==> src/rtl/multdiv_issue_ctrl.sv <==
// rtl/multdiv_issue_ctrl.sv - issue/wait/writeback sequencer for the iterative mult/div units
module multdiv_issue_ctrl #(
    parameter int TIMEOUT_CYCLES = 40,
    parameter int TAG_W          = 5
) (
    input  logic             clk,
    input  logic             reset_n,
    input  logic             op_valid,
    input  logic             op_is_div,
    input  logic [31:0]      op_a,
    input  logic [31:0]      op_b,
    input  logic [TAG_W-1:0] op_tag,
    output logic             busy,
    output logic             ctrl_MULT,
    output logic             ctrl_DIV,
    output logic [31:0]      unit_a,
    output logic [31:0]      unit_b,
    input  logic             unit_rdy,
    input  logic [31:0]      unit_result,
    input  logic             unit_exc,
    output logic             wb_valid,
    input  logic             wb_ready,
    output logic [TAG_W-1:0] wb_tag,
    output logic [31:0]      wb_result,
    output logic             wb_exception,
    output logic             wb_timeout
);

    localparam int CNT_W = $clog2(TIMEOUT_CYCLES + 1);

    localparam logic [1:0] S_IDLE  = 2'd0;
    localparam logic [1:0] S_ISSUE = 2'd1;
    localparam logic [1:0] S_WAIT  = 2'd2;
    localparam logic [1:0] S_HOLD  = 2'd3;

    logic [1:0]       state_q, state_d;
    logic [CNT_W-1:0] count_q, count_d;
    logic             sel_q, sel_d;
    logic             busy_q, busy_d;
    logic             ctrl_mult_q, ctrl_mult_d;
    logic             ctrl_div_q, ctrl_div_d;
    logic [31:0]      unit_a_q, unit_a_d;
    logic [31:0]      unit_b_q, unit_b_d;
    logic             wb_valid_q, wb_valid_d;
    logic [TAG_W-1:0] wb_tag_q, wb_tag_d;
    logic [31:0]      wb_result_q, wb_result_d;
    logic             wb_exception_q, wb_exception_d;
    logic             wb_timeout_q, wb_timeout_d;

    always_comb begin
        state_d        = state_q;
        count_d        = count_q;
        sel_d          = sel_q;
        unit_a_d       = unit_a_q;
        unit_b_d       = unit_b_q;
        wb_valid_d     = wb_valid_q;
        wb_tag_d       = wb_tag_q;
        wb_result_d    = wb_result_q;
        wb_exception_d = wb_exception_q;
        wb_timeout_d   = wb_timeout_q;

        case (state_q)
            S_IDLE: begin
                if (op_valid) begin
                    unit_a_d = op_a;
                    unit_b_d = op_b;
                    wb_tag_d = op_tag;
                    sel_d    = op_is_div;
                    state_d  = S_ISSUE;
                end
            end
            S_ISSUE: begin
                // unit_rdy here may be a leftover from the previous op, so it is not looked at
                count_d = '0;
                state_d = S_WAIT;
            end
            S_WAIT: begin
                if (count_q != CNT_W'(TIMEOUT_CYCLES)) begin
                    count_d = count_q + 1'b1;
                end
                if (unit_rdy) begin
                    wb_result_d    = unit_exc ? 32'd0 : unit_result;
                    wb_exception_d = unit_exc;
                    wb_timeout_d   = 1'b0;
                    wb_valid_d     = 1'b1;
                    state_d        = S_HOLD;
                end else if (count_q == CNT_W'(TIMEOUT_CYCLES - 1)) begin
                    wb_result_d    = 32'd0;
                    wb_exception_d = 1'b1;
                    wb_timeout_d   = 1'b1;
                    wb_valid_d     = 1'b1;
                    state_d        = S_HOLD;
                end
            end
            S_HOLD: begin
                if (wb_ready) begin
                    wb_valid_d     = 1'b0;
                    wb_exception_d = 1'b0;
                    wb_timeout_d   = 1'b0;
                    state_d        = S_IDLE;
                end
            end
            default: state_d = S_IDLE;
        endcase

        // Outputs are registered, so they are derived from the state being entered
        busy_d      = (state_d != S_IDLE);
        ctrl_div_d  = (state_d == S_ISSUE) &&  sel_d;
        ctrl_mult_d = (state_d == S_ISSUE) && !sel_d;
    end

    always_ff @(posedge clk or negedge reset_n) begin
        if (!reset_n) begin
            state_q        <= S_IDLE;
            count_q        <= '0;
            sel_q          <= 1'b0;
            busy_q         <= 1'b0;
            ctrl_mult_q    <= 1'b0;
            ctrl_div_q     <= 1'b0;
            unit_a_q       <= '0;
            unit_b_q       <= '0;
            wb_valid_q     <= 1'b0;
            wb_tag_q       <= '0;
            wb_result_q    <= '0;
            wb_exception_q <= 1'b0;
            wb_timeout_q   <= 1'b0;
        end else begin
            state_q        <= state_d;
            count_q        <= count_d;
            sel_q          <= sel_d;
            busy_q         <= busy_d;
            ctrl_mult_q    <= ctrl_mult_d;
            ctrl_div_q     <= ctrl_div_d;
            unit_a_q       <= unit_a_d;
            unit_b_q       <= unit_b_d;
            wb_valid_q     <= wb_valid_d;
            wb_tag_q       <= wb_tag_d;
            wb_result_q    <= wb_result_d;
            wb_exception_q <= wb_exception_d;
            wb_timeout_q   <= wb_timeout_d;
        end
    end

    assign busy         = busy_q;
    assign ctrl_MULT    = ctrl_mult_q;
    assign ctrl_DIV     = ctrl_div_q;
    assign unit_a       = unit_a_q;
    assign unit_b       = unit_b_q;
    assign wb_valid     = wb_valid_q;
    assign wb_tag       = wb_tag_q;
    assign wb_result    = wb_result_q;
    assign wb_exception = wb_exception_q;
    assign wb_timeout   = wb_timeout_q;

endmodule

==> config.mk <==
export PLATFORM = sky130hd
export DESIGN_NAME = multdiv_issue_ctrl
export DESIGN_NICKNAME = d
export VERILOG_FILES = /design/src/rtl/multdiv_issue_ctrl.sv
export SDC_FILE = /design/constraint.sdc
export NUM_CORES = 1
export LEC_CHECK = 0
export BUFFER_PORTS_ARGS = -buffer_cell sky130_fd_sc_hd__buf_4
export CELL_PAD_IN_SITES_DETAIL_PLACEMENT = 1
export CELL_PAD_IN_SITES_GLOBAL_PLACEMENT = 1
export CORE_MARGIN = 3
export CORE_UTILIZATION = 33
export CTS_CLUSTER_SIZE = 16
export DETAILED_ROUTE_END_ITERATION = 12
export MAX_ROUTING_LAYER = met4
export PLACE_DENSITY = 0.87
export SYNTH_ARGS = -nofsm -noshare
export SYNTH_HDL_FRONTEND = slang
export SYNTH_SLANG_ARGS = --single-unit
==> constraint.sdc <==
create_clock -name clk -period 1.5 [get_ports clk]
set_input_delay 0.15 -clock clk [delete_from_list [all_inputs] [get_ports clk]]
set_output_delay 0.15 -clock clk [all_outputs]
set_load 0.05 [all_outputs]
==> impl_metrics.ini <==
[floorplan]
ioPinCount = 215
coreArea_mm2 = 0.0139
fp.dieW_um = 126
die_h_um = 126
placementRows = 43
die-area_mm2 = 0.0158
start_util = 0.340

[setup_path]
worstPathRequired_ns = 1.81
critPathMaxFanout = 4
path_class = flop to flop
critPathArrivalTime_ns = 1.85
start_kind = flop
cp_cell_sequence = inv_1, ha_1, nand4b_1, o21a_1, o311ai_2
slowest_delay_ns = 0.40
r2r.worst_path.cells = 5
cp_slowest_cell = dfrtp_1
worstSetupEndpointType = flop

[timing]
rsz0062_at_grt = true
max_freq_ghz = 0.648
tightest_slew_ns = 0.475
setup_viol = 32
min_period_ns = 1.54
skew_ns = 0.00824
worst_slack_ns = -0.0429
holdWs_ns = 0.0300
relSlewSlack = 0.683
hold_viol = 0
timing.final.crit_share = 1.03
slew_viol_final = 0

[cts]
insertion_delay_ns = 0.42
clockBufferDepth = 2
htree_num_levels = 4
cts_inserted_buffers = 17
path_clk_slew_ns = 0.06
cts_sinks = 115
cts_root_buffer = clkbuf_16
tritoncts = yes

[routing]
num_vias = 4385
drc = 0
viasPerCell = 5.15
routed_wl_um = 21200
first_pass_iters = 4
wl_per_cell_um = 24.9
drt-initial-drc-count = 226
drtAntennaViolNets = 0

[status]
violations = negative setup slack
status = finished with violations

[synth]
synth_nets = 444
yosys-top-cells-area = dfrtp_1 (61%), mux2_2 (14%), a22o_1 (5.9%)
yosysWarnings = 0
async_flop_share = 1.00
synth_ff_type = dfrtp_1
ys_ff_latch = 115
syn-instance-count = 334
synth_area_mm2 = 0.00473
synth_cell_types = 32
avgSynthCellArea_um2 = 14.2
synth_edf_count = 0
yosys-top-cells-count = dfrtp_1 (115), mux2_2 (60), a21o_1 (32), a22o_1 (32), buf_2 (11)
yosysTopAreaCellShare = 0.608
yosysTopAreaCell = dfrtp_1
yosysSeqAreaShare = 0.608
synth.most_common_cell = dfrtp_1

[pwr]
powerDensity_mw_per_mm2 = 2690
p_leak_nw = 4.14
clockPowerShare = 0.178
p_sw_w = 0.0109
power_frac_seq = 0.262
p_sw_frac = 0.477
peakVddDrop_uv = 1640
p_comb_frac = 0.560
internal_power_w = 0.0119

[min_path]
hold_path_class = primary input to flop
worst_hold_path.num_cells = 3

[grt]
grt_max_degree = 34
antenna_found_initial = 1
grt.total_usage = 0.245
grt_overflow = 0
grt_pass1_vias = 4782
grt_pass1_wl_um = 28900

[placement]
portBuffers = 214
hpwlAfterDp_um = 10600
gp_congestion = 0.844

[final_layout]
final_core_util = 0.610
syn2layout_area_growth_pct = 79.6
layout-drive-gt1-share = 0.546
fin_nets = 767

[run]
max-cap-violations = 0
metrics by stage:
| stage | instance area (µm²) | total power (W) | std cells | worst slack [ns] | TNS (ns) |
|---|---|---|---|---|---|
| global placement | 6730 | 0.0169 | 727 | -0.0532 | -0.942 |
| global route | 8500 | 0.0237 | 851 | -0.201 | -3.36 |
| finish | 8500 | 0.0228 | 851 | -0.0429 | -0.435 |
| CTS | 8130 | 0.0217 | 836 | -0.0273 | -0.0283 |
| floorplan | 4750 | 0.0134 | 334 | -0.0340 | -0.340 |
| detailed placement | 6730 | 0.0173 | 727 | -0.0845 | -1.55 |
cells by family (layout without fill, tap and decap cells):
family                     Yosys count  after routing  synth area share
and+or+nand+nor                     29             29            0.0344
adders and majority gates            2              2           0.00529
DFF                                115            115             0.608
other                                0              1                 0
buffers and inverters               28            364            0.0299
muxes                               70             70             0.174
AOI/OAI and AO/OA                   90             90             0.148
power groups by stage:
stage / logic [W] / clock network [W] / registers, W
after floorplan: 0.00281 / 0 / 0.0106
after CTS: 0.0119 / 0.00405 / 0.00574
after detailed placement: 0.0116 / 0 / 0.00574
final: 0.0128 / 0.00407 / 0.00599
after global placement: 0.0113 / 0 / 0.00562
after global routing: 0.0132 / 0.00432 / 0.00615
path summary, 6_finish.rpt:
check	from	endpoint	slack, ns
worst min register to register	wb_result[7]	wb_result[7]	0.51
max in group asynchronous	reset_n	unit_a[2]	0.69
min in group asynchronous	reset_n	unit_b[12]	0.27
worst min-delay path	unit_result[27]	wb_result[27]	0.03
worst max register to register	count_q[0]	count_q[1]	-0.04
worst max-delay path	count_q[0]	count_q[1]	-0.04
cell usage in the layout (no fill, tap or decap), types with 2 or more instances in the layout:
| cell type | netlist | layout |
|---|---|---|
| nand4b_1 | 2 | 2 |
| nand3_1 | 3 | 3 |
| bufinv_16 | 0 | 2 |
| o311ai_1 | 0 | 3 |
| dfrtp_1 | 115 | 113 |
| nand2b_1 | 4 | 4 |
| buf_12 | 0 | 9 |
| mux2_4 | 10 | 37 |
| nand4_1 | 2 | 2 |
| dfrtp_2 | 0 | 2 |
| nor2_1 | 3 | 3 |
| clkinvlp_4 | 0 | 6 |
| inv_1 | 6 | 6 |
| inv_6 | 0 | 2 |
| buf_4 | 0 | 230 |
| dlygate4sd3_1 | 0 | 72 |
| o21a_1 | 2 | 2 |
| clkbuf_8 | 0 | 2 |
| a22o_1 | 32 | 32 |
| clkbuf_16 | 0 | 24 |
| o211ai_1 | 5 | 5 |
| o21ai_0 | 9 | 8 |
| mux2_2 | 60 | 33 |
| clkbuf_1 | 8 | 2 |
| a21o_1 | 32 | 32 |
| nand2_1 | 8 | 8 |
| buf_6 | 3 | 6 |
critical path: cells and delay by family, from the launching register on:
family                     cells  cell delay, ns
and+or+nand+nor                1            0.22
AOI/OAI and AO/OA              2            0.51
buffers and inverters          1            0.13
adders and majority gates      1            0.18
DFF                            1            0.40
layout make-up:
| cell class | count | area (µm²) |
|---|---|---|
| antenna | 1 | 2.50 |
| clock buffer | 21 | 460 |
| clock inverter | 11 | 128 |
| fill | 1360 | 5440 |
| inverter | 6 | 22.5 |
| multi-input combinational | 191 | 1870 |
| sequential | 115 | 2880 |
| tap | 180 | 225 |
| timing repair buffer | 326 | 2910 |
sequential cells by signal, indices dropped and copies added (netlist names):
signal	flops
unit_a	32
busy	1
ctrl_DIV	1
wb_tag	5
wb_valid	1
wb_timeout	1
ctrl_MULT	1
wb_exception	1
wb_result	32
unit_b	32
state_q	2
count_q	6
repair_timing:
action / 4_1_cts / 5_1_grt
setup buffers: 4 / 5
setup endpoints to repair: 36 / 69
gates cloned: 1 / 9
hold buffers: 72 / 0
gates resized for setup: 6 / 41
endpoints found under the hold margin: 98 / 0
pin swaps: 1 / 35
metal layers:
| layer | global-route usage | vias up | share of wire |
|---|---|---|---|
| li1 | - | 1881 | - |
| met1 | 0.273 | 2242 | 0.37 |
| met2 | 0.440 | 223 | 0.53 |
| met3 | 0.0691 | 39 | 0.066 |
| met4 | 0.0530 | 0 | 0.027 |
| met5 | - | - | 0 |
(Power assumes the default switching activity.)
